==> src/rtl/datapath_pkg.sv <==
// rtl/datapath_pkg.sv - shared types and constants for the datapath control unit
// Contents: state_t (FSM states, encodings double as the upc debug value),
//           OP_* instruction opcodes, ALU_* datapath op codes, pc_index().
package datapath_pkg;

  typedef enum logic [2:0] {
    S_FETCH  = 3'd0,
    S_DECODE = 3'd1,
    S_EXEC   = 3'd2,
    S_MEM    = 3'd3,
    S_PCINC  = 3'd4,
    S_HALT   = 3'd7
  } state_t;

  localparam logic [3:0] OP_ADD  = 4'd0;
  localparam logic [3:0] OP_SUB  = 4'd1;
  localparam logic [3:0] OP_AND  = 4'd2;
  localparam logic [3:0] OP_OR   = 4'd3;
  localparam logic [3:0] OP_XOR  = 4'd4;
  localparam logic [3:0] OP_NOT  = 4'd5;
  localparam logic [3:0] OP_MOV  = 4'd6;
  localparam logic [3:0] OP_NOP  = 4'd7;
  localparam logic [3:0] OP_LDI  = 4'd8;
  localparam logic [3:0] OP_LD   = 4'd9;
  localparam logic [3:0] OP_ST   = 4'd10;
  localparam logic [3:0] OP_BRZ  = 4'd11;
  localparam logic [3:0] OP_BRN  = 4'd12;
  localparam logic [3:0] OP_BRO  = 4'd13;
  localparam logic [3:0] OP_BRA  = 4'd14;
  localparam logic [3:0] OP_HALT = 4'd15;

  localparam logic [2:0] ALU_ADD = 3'b000;
  localparam logic [2:0] ALU_SUB = 3'b001;
  localparam logic [2:0] ALU_AND = 3'b010;
  localparam logic [2:0] ALU_OR  = 3'b011;
  localparam logic [2:0] ALU_XOR = 3'b100;
  localparam logic [2:0] ALU_NOT = 3'b101;
  localparam logic [2:0] ALU_MOV = 3'b110;
  localparam logic [2:0] ALU_INC = 3'b111;

  // The PC lives in the highest-numbered register.
  function automatic int unsigned pc_index(input int unsigned m);
    return (32'd1 << m) - 32'd1;
  endfunction

endpackage

==> src/rtl/datapath_ctrl_if.sv <==
// rtl/datapath_ctrl_if.sv - instruction fetch and data-memory handshake bundle
// Signals: instr/instr_valid/instr_req (instruction fetch),
//          mem_ready/dmem_addr_ld/dmem_we (data-memory access).
// Modports: master = memory side, slave = controller side.
interface datapath_ctrl_if #(
  parameter int IW = 16
) ();

  logic [IW-1:0] instr;
  logic          instr_valid;
  logic          instr_req;
  logic          mem_ready;
  logic          dmem_addr_ld;
  logic          dmem_we;

  modport master (
    output instr, instr_valid, mem_ready,
    input  instr_req, dmem_addr_ld, dmem_we
  );

  modport slave (
    input  instr, instr_valid, mem_ready,
    output instr_req, dmem_addr_ld, dmem_we
  );

endinterface

==> src/rtl/ctrl_decode.sv <==
// rtl/ctrl_decode.sv - combinational map from (state, IR, latched flags) to controls
// Inputs:  i_state, i_ir, latched flags i_z/i_n/i_o, i_mem_ready.
// Outputs: fetch/memory strobes, datapath controls, register addresses,
//          offset, upc, halted, and o_branch_taken for the sequencer.
module ctrl_decode
  import datapath_pkg::*;
#(
  parameter int M  = 3,
  parameter int N  = 8,
  parameter int IW = 16
) (
  input  state_t          i_state,
  input  logic [IW-1:0]   i_ir,
  input  logic            i_z,
  input  logic            i_n,
  input  logic            i_o,
  input  logic            i_mem_ready,
  output logic            o_instr_req,
  output logic            o_halted,
  output logic            o_dmem_addr_ld,
  output logic            o_dmem_we,
  output logic            o_ie,
  output logic            o_write,
  output logic            o_reada,
  output logic            o_readb,
  output logic            o_en,
  output logic            o_oe,
  output logic            o_bypassa,
  output logic            o_bypassb,
  output logic            o_mov_sel,
  output logic [2:0]      o_op,
  output logic [2:0]      o_upc,
  output logic [M-1:0]    o_waddr,
  output logic [M-1:0]    o_ra,
  output logic [M-1:0]    o_rb,
  output logic [N-1:0]    o_offset,
  output logic            o_branch_taken
);

  localparam int          W  = IW - 4 - M;
  localparam logic [M-1:0] PC = M'(pc_index(M));

  logic [3:0]   w_opcode;
  logic [M-1:0] w_rd;
  logic [M-1:0] w_ra;
  logic [M-1:0] w_rb;
  logic [W-1:0] w_imm;
  logic [N-1:0] w_sext;
  logic         w_cond;

  assign w_opcode = i_ir[IW-1:IW-4];
  assign w_rd     = i_ir[IW-5 -: M];
  assign w_ra     = i_ir[IW-5-M -: M];
  assign w_rb     = i_ir[IW-5-2*M -: M];
  assign w_imm    = i_ir[W-1:0];

  // imm overlaps the ra/rb fields; it is narrower or wider than a word
  // depending on the parameters, so extend or truncate accordingly.
  generate
    if (W < N) begin : g_sext
      assign w_sext = {{(N-W){w_imm[W-1]}}, w_imm};
    end else begin : g_trunc
      logic w_unused_imm;
      assign w_sext       = w_imm[N-1:0];
      assign w_unused_imm = ^w_imm;
    end
  endgenerate

  always_comb begin
    w_cond = 1'b0;
    case (w_opcode)
      OP_BRZ:  w_cond = i_z;
      OP_BRN:  w_cond = i_n;
      OP_BRO:  w_cond = i_o;
      OP_BRA:  w_cond = 1'b1;
      default: w_cond = 1'b0;
    endcase
  end

  assign o_branch_taken = w_cond;

  always_comb begin
    o_instr_req    = 1'b0;
    o_halted       = 1'b0;
    o_dmem_addr_ld = 1'b0;
    o_dmem_we      = 1'b0;
    o_ie           = 1'b0;
    o_write        = 1'b0;
    o_reada        = 1'b0;
    o_readb        = 1'b0;
    o_en           = 1'b0;
    o_oe           = 1'b0;
    o_bypassa      = 1'b0;
    o_bypassb      = 1'b0;
    o_mov_sel      = 1'b0;
    o_op           = 3'b000;
    o_upc          = i_state;
    o_waddr        = '0;
    o_ra           = '0;
    o_rb           = '0;
    o_offset       = '0;
    case (i_state)
      S_FETCH: o_instr_req = 1'b1;
      S_DECODE: begin
        o_reada = 1'b1;
        o_readb = 1'b1;
        o_ra    = w_ra;
        o_rb    = w_rb;
      end
      S_EXEC: begin
        case (w_opcode)
          OP_ADD, OP_SUB, OP_AND, OP_OR, OP_XOR, OP_NOT, OP_MOV: begin
            o_reada = 1'b1;
            o_readb = 1'b1;
            o_ra    = w_ra;
            o_rb    = w_rb;
            o_en    = 1'b1;
            o_write = 1'b1;
            o_waddr = w_rd;
            o_op    = w_opcode[2:0];
          end
          OP_LDI: begin
            o_bypassa = 1'b1;
            o_bypassb = 1'b1;
            o_op      = ALU_MOV;
            o_offset  = w_sext;
            o_en      = 1'b1;
            o_write   = 1'b1;
            o_waddr   = w_rd;
          end
          // Address phase shared by load and store: ra passes through to dout.
          OP_LD, OP_ST: begin
            o_ra           = w_ra;
            o_reada        = 1'b1;
            o_op           = ALU_MOV;
            o_en           = 1'b1;
            o_oe           = 1'b1;
            o_dmem_addr_ld = 1'b1;
          end
          OP_BRZ, OP_BRN, OP_BRO, OP_BRA: begin
            if (w_cond) begin
              o_ra      = PC;
              o_reada   = 1'b1;
              o_bypassb = 1'b1;
              o_offset  = w_sext;
              o_op      = ALU_ADD;
              o_en      = 1'b1;
              o_write   = 1'b1;
              o_oe      = 1'b1;
              o_waddr   = PC;
            end
          end
          default: ;
        endcase
      end
      S_MEM: begin
        if (w_opcode == OP_LD) begin
          // Write-back only in the cycle memory returns data.
          if (i_mem_ready) begin
            o_ie    = 1'b1;
            o_write = 1'b1;
            o_waddr = w_rd;
          end
        end else begin
          o_reada   = 1'b1;
          o_readb   = 1'b1;
          o_ra      = w_ra;
          o_rb      = w_rb;
          o_mov_sel = 1'b1;
          o_en      = 1'b1;
          o_oe      = 1'b1;
          o_dmem_we = 1'b1;
        end
      end
      S_PCINC: begin
        o_ra    = PC;
        o_reada = 1'b1;
        o_op    = ALU_INC;
        o_en    = 1'b1;
        o_write = 1'b1;
        o_oe    = 1'b1;
        o_waddr = PC;
      end
      S_HALT: o_halted = 1'b1;
      default: ;
    endcase
  end

endmodule

==> src/rtl/datapath_ctrl.sv <==
// rtl/datapath_ctrl.sv - microcoded sequencer driving the register-file datapath
// Ports: clk, rst (async, active-high); bus (fetch + data-memory handshake);
//        z_flag/n_flag/o_flag from the datapath; datapath controls ie, write,
//        reada, readb, en, oe, bypassa, bypassb, mov_sel, op, waddr, ra, rb,
//        offset; debug upc; halted.
module datapath_ctrl
  import datapath_pkg::*;
#(
  parameter int M  = 3,
  parameter int N  = 8,
  parameter int IW = 16
) (
  input  logic           clk,
  input  logic           rst,
  datapath_ctrl_if.slave bus,
  input  logic           z_flag,
  input  logic           n_flag,
  input  logic           o_flag,
  output logic           ie,
  output logic           write,
  output logic           reada,
  output logic           readb,
  output logic           en,
  output logic           oe,
  output logic           bypassa,
  output logic           bypassb,
  output logic           mov_sel,
  output logic [2:0]     op,
  output logic [M-1:0]   waddr,
  output logic [M-1:0]   ra,
  output logic [M-1:0]   rb,
  output logic [N-1:0]   offset,
  output logic [2:0]     upc,
  output logic           halted
);

  state_t        r_state;
  logic [IW-1:0] r_ir;
  logic          r_z;
  logic          r_n;
  logic          r_o;
  logic [3:0]    w_opcode;
  logic          w_branch_taken;

  assign w_opcode = r_ir[IW-1:IW-4];

  always_ff @(posedge clk or posedge rst) begin
    if (rst) begin
      r_state <= S_FETCH;
      r_ir    <= '0;
      r_z     <= 1'b0;
      r_n     <= 1'b0;
      r_o     <= 1'b0;
    end else begin
      case (r_state)
        S_FETCH: begin
          if (bus.instr_valid) begin
            r_ir    <= bus.instr;
            r_state <= S_DECODE;
          end
        end
        S_DECODE: begin
          if (w_opcode == OP_NOP)       r_state <= S_PCINC;
          else if (w_opcode == OP_HALT) r_state <= S_HALT;
          else                          r_state <= S_EXEC;
        end
        S_EXEC: begin
          if (w_opcode <= OP_MOV) begin
            // Only ALU ops update the branch flags.
            r_z     <= z_flag;
            r_n     <= n_flag;
            r_o     <= o_flag;
            r_state <= S_PCINC;
          end else if (w_opcode == OP_LD || w_opcode == OP_ST) begin
            r_state <= S_MEM;
          end else if (w_branch_taken) begin
            // Taken branch already wrote PC+offset, so skip the increment.
            r_state <= S_FETCH;
          end else begin
            r_state <= S_PCINC;
          end
        end
        S_MEM:   if (bus.mem_ready) r_state <= S_PCINC;
        S_PCINC: r_state <= S_FETCH;
        S_HALT:  r_state <= S_HALT;
        default: r_state <= S_FETCH;
      endcase
    end
  end

  ctrl_decode #(
    .M  (M),
    .N  (N),
    .IW (IW)
  ) u_decode (
    .i_state        (r_state),
    .i_ir           (r_ir),
    .i_z            (r_z),
    .i_n            (r_n),
    .i_o            (r_o),
    .i_mem_ready    (bus.mem_ready),
    .o_instr_req    (bus.instr_req),
    .o_halted       (halted),
    .o_dmem_addr_ld (bus.dmem_addr_ld),
    .o_dmem_we      (bus.dmem_we),
    .o_ie           (ie),
    .o_write        (write),
    .o_reada        (reada),
    .o_readb        (readb),
    .o_en           (en),
    .o_oe           (oe),
    .o_bypassa      (bypassa),
    .o_bypassb      (bypassb),
    .o_mov_sel      (mov_sel),
    .o_op           (op),
    .o_upc          (upc),
    .o_waddr        (waddr),
    .o_ra           (ra),
    .o_rb           (rb),
    .o_offset       (offset),
    .o_branch_taken (w_branch_taken)
  );

endmodule

==> src/flat_wrapper.sv <==
// flat-port wrapper written by rule: the top's interface ports become plain ports
module datapath_ctrl_flat import datapath_pkg::*;
#(
  parameter int M  = 3,
  parameter int N  = 8,
  parameter int IW = 16
)
  (clk, rst, z_flag, n_flag, o_flag, ie, write, reada, readb, en, oe, bypassa, bypassb, mov_sel, op, waddr, ra, rb, offset, upc, halted, bus_instr, bus_instr_valid, bus_mem_ready, bus_instr_req, bus_dmem_addr_ld, bus_dmem_we);
  datapath_ctrl_if #(.IW(IW)) bus_i ();
  input  logic clk;
  input  logic rst;
  input  logic z_flag;
  input  logic n_flag;
  input  logic o_flag;
  output logic ie;
  output logic write;
  output logic reada;
  output logic readb;
  output logic en;
  output logic oe;
  output logic bypassa;
  output logic bypassb;
  output logic mov_sel;
  output logic [2:0] op;
  output logic [M-1:0] waddr;
  output logic [M-1:0] ra;
  output logic [M-1:0] rb;
  output logic [N-1:0] offset;
  output logic [2:0] upc;
  output logic halted;
  input wire logic [$bits(bus_i.instr)-1:0] bus_instr;
  input wire logic [$bits(bus_i.instr_valid)-1:0] bus_instr_valid;
  input wire logic [$bits(bus_i.mem_ready)-1:0] bus_mem_ready;
  output wire logic [$bits(bus_i.instr_req)-1:0] bus_instr_req;
  output wire logic [$bits(bus_i.dmem_addr_ld)-1:0] bus_dmem_addr_ld;
  output wire logic [$bits(bus_i.dmem_we)-1:0] bus_dmem_we;
  assign bus_i.instr = bus_instr;
  assign bus_i.instr_valid = bus_instr_valid;
  assign bus_i.mem_ready = bus_mem_ready;
  assign bus_instr_req = bus_i.instr_req;
  assign bus_dmem_addr_ld = bus_i.dmem_addr_ld;
  assign bus_dmem_we = bus_i.dmem_we;
  datapath_ctrl #(.M(M), .N(N), .IW(IW)) u_core (.clk(clk), .rst(rst), .bus(bus_i), .z_flag(z_flag), .n_flag(n_flag), .o_flag(o_flag), .ie(ie), .write(write), .reada(reada), .readb(readb), .en(en), .oe(oe), .bypassa(bypassa), .bypassb(bypassb), .mov_sel(mov_sel), .op(op), .waddr(waddr), .ra(ra), .rb(rb), .offset(offset), .upc(upc), .halted(halted));
endmodule
==> config.mk <==
export PLATFORM = sky130hd
export DESIGN_NAME = datapath_ctrl_flat
export DESIGN_NICKNAME = d
export VERILOG_FILES = /design/src/rtl/datapath_pkg.sv /design/src/rtl/datapath_ctrl_if.sv /design/src/rtl/ctrl_decode.sv /design/src/rtl/datapath_ctrl.sv /design/src/flat_wrapper.sv
export SDC_FILE = /design/constraint.sdc
export NUM_CORES = 1
export LEC_CHECK = 0
export ABC_AREA = 1
export CAP_MARGIN = 20
export CORE_MARGIN = 2
export CORE_UTILIZATION = 40
export CTS_BUF_LIST = sky130_fd_sc_hd__clkbuf_2
export DETAILED_ROUTE_END_ITERATION = 6
export DONT_BUFFER_PORTS = 1
export GPL_TIMING_DRIVEN = 0
export PLACE_DENSITY_LB_ADDON = 0.1
export SETUP_SLACK_MARGIN = 0.15
export SKIP_CTS_REPAIR_TIMING = 1
export SYNTH_ARGS = -nofsm -noshare
export SYNTH_HDL_FRONTEND = slang
export SYNTH_SLANG_ARGS = --single-unit
==> constraint.sdc <==
create_clock -name clk -period 3.4 [get_ports clk]
set_input_delay 0.68 -clock clk [delete_from_list [all_inputs] [get_ports clk]]
set_output_delay 0.68 -clock clk [all_outputs]
set_load 0.05 [all_outputs]
==> impl_metrics.csv <==
group,metric,value,unit
timing,finalCritPeriodShare,0.951,
critical_path,crit_required,2.72,ns
timing,rsz0062_at_grt,"true",
synthesis,syn_inst,204,
place,placed_cells,253,
routing,drtIter0Drc,66,
routing,route.met3.wl,219,um
critical_path,crit_type,"reg -> out",
place,port_buffers,0,
final_layout,diodes,0,
cts,cts.sinks,22,
synthesis,synth_top_area_cell,"dfrtp_1",
critical_path,worstPathArrival,2.55,ns
synthesis,yosysSeqAreaShare,0.366,
routing,highest_layer,"met4",
critical_path,critPathLaunchType,"flop",
global_routing,antenna_found_initial,0,
routing,vias,1297,
cts,clk_pin_slew,0.22,ns
routing,drt-total-wl,3550,um
place,dpl.hpwl,2830,um
cts,cts_tree,"done",
cts,clk_path_buf_depth,2,
routing,met1Wirelength,1660,um
worst_hold_path,min_path_type,"in -> async",
die,ios,59,
final_layout,synthToLayoutAreaGrowth,7.48,%
die,core_area,3630,um2
timing,setup-tns-final,0,ns
synthesis,yosys_warnings,0,
synthesis,synth_nets,227,
die,fp.dieW,65.3,um
timing,max_freq,309,MHz
place,place_ws,0.306,ns
cts,cts_root_buf,"clkbuf_2",
routing,drcViolationCount,0,
synthesis,synth_area_leaders,"dfrtp_1 37%, nand2_1 11%, inv_1 6.7%, nor2_1 5.2%, a21oi_1 5.0%",
global_routing,grtUsageTotal,0.177,
cts,cts_buffers,3,
outcome,status,"finished clean",
routing,routedWlPerCell,13.8,um
die,die_area,4270,um2
synthesis,syn_area,1510,um2
global_routing,first_global_vias,1280,
timing,skew,0.0151,ns
synthesis,ys_seq_elements,22,
synthesis,yosysUniqueCellTypes,23,
critical_path,critPathCaptureType,"output port",
synthesis,synth_top_area_frac,0.366,
critical_path,path_max_fanout,6,
final_layout,drive_above_1_share,0.263,
routing,via_per_inst,5.05,
timing,drv_slew,0,
cts,clock_latency,0.33,ns
final_layout,final_cells,257,
die,chipHeight,65.3,um
routing,firstDrtPassIters,4,
global_routing,grt_max_degree,23,
routing,met2_length,1650,um
final_layout,layout_common_cells,"44 x nand2_1, 27 x inv_1, 20 x dfrtp_1",
global_routing,grt_pass1_wl,5860,um
run,maxCapViolCount,0,
timing,finalSetupViolations,0,
cts,cts_htree_levels,1,
die,start_util,0.414,
synthesis,avgSynthCellArea,7.38,um2
final_layout,final_nets,233,
global_routing,grt-ovfl-total,0,
timing,finalCriticalPeriod,3.23,ns
timing,fin_ws,0.166,ns
routing,ant_nets,0,
die,rows,22,
place,globalplace.congestion,0.913,
timing,slew_headroom,0.402,
timing,hold_violations,0,
final_layout,layout_commonest_cell,"nand2_1",
timing,worstMarginPinSlew,0.894,ns
-- stage by stage --
step | hold slack, ns | utilization | area (um2)
floorplan | 0.442 | - | 1510
global placement | 0.457 | 0.431 | 1570
detailed placement | 0.461 | 0.435 | 1580
CTS | 0.397 | 0.440 | 1600
global route | 0.412 | 0.445 | 1620
finish | 0.365 | 0.445 | 1620
-- routing by layer --
metal | global-route usage | up-vias
met5 | 0 | -
li1 | - | 646
met4 | 0.0391 | 0
met1 | 0.242 | 607
met2 | 0.288 | 42
met3 | 0.0394 | 2
-- cell type report --
| class | instances | area [um2] |
|---|---|---|
| clock buffer | 3 | 15.0 |
| fill | 388 | 2020 |
| multi-input combinational | 146 | 832 |
| sequential | 22 | 553 |
| tap | 48 | 60.1 |
| clock inverter | 1 | 3.75 |
| buffer | 3 | 22.5 |
| inverter | 33 | 124 |
| timing repair buffer | 1 | 7.51 |
-- logic make-up (layout without fill, tap and decap cells) --
kind of cell           count (synthesis)  after routing  share of synthesized area
AND/OR/NAND/NOR                      118            118                      0.436
buffers and inverters                 36             41                     0.0973
AO/OA/AOI/OAI                         28             28                      0.101
flip-flops                            22             22                      0.366
-- worst paths after layout --
kind / startpoint / end / slack (ns) / depth (start not counted)
max: u_core.r_state[2]$_DFFE_PP0P_ / en / 0.17 / 5
max in group asynchronous: rst / u_core.r_state[1]$_DFFE_PP0P_ / 2.47 / 1
max reg2reg: u_core.r_state[2]$_DFFE_PP0P_ / u_core.r_ir[14]$_DFFE_PP0P_ / 1.44 / 7
min: rst / u_core.r_ir[6]$_DFFE_PP0P_ / 0.37 / 1
min reg2reg: u_core.r_o$_DFFE_PP0P_ / u_core.r_o$_DFFE_PP0P_ / 0.50 / 2
min in group clk: bus_instr[10] / u_core.r_ir[10]$_DFFE_PP0P_ / 0.45 / 2
-- worst max-delay path, stage by stage, from the launching register on --
cell and delay [ns]:
dfrtp_1 0.68, inv_1 0.27, nand3_4 0.14, nor2_2 0.55
nor2_2 0.10, nand3_1 0.47
-- sequential cells by signal (all words and copies together), names as in the netlist --
register and count:
u_core.r_z 1, u_core.r_ir 16, u_core.r_state 3, u_core.r_o 1
u_core.r_n 1
-- cell usage after synthesis (all sizes together) --
library cell and number:
o21ai 13, nand2 57, inv 32, nand4 2
nand3 17, nor4 1, clkinv 1, nor3 1
buf 3, nor2 37, nand3b 3, a21oi 15
dfrtp 22
Power is left out: the tool's default activity adds up to more than one toggle a clock period on the data nets, which glitch-free logic cannot reach.
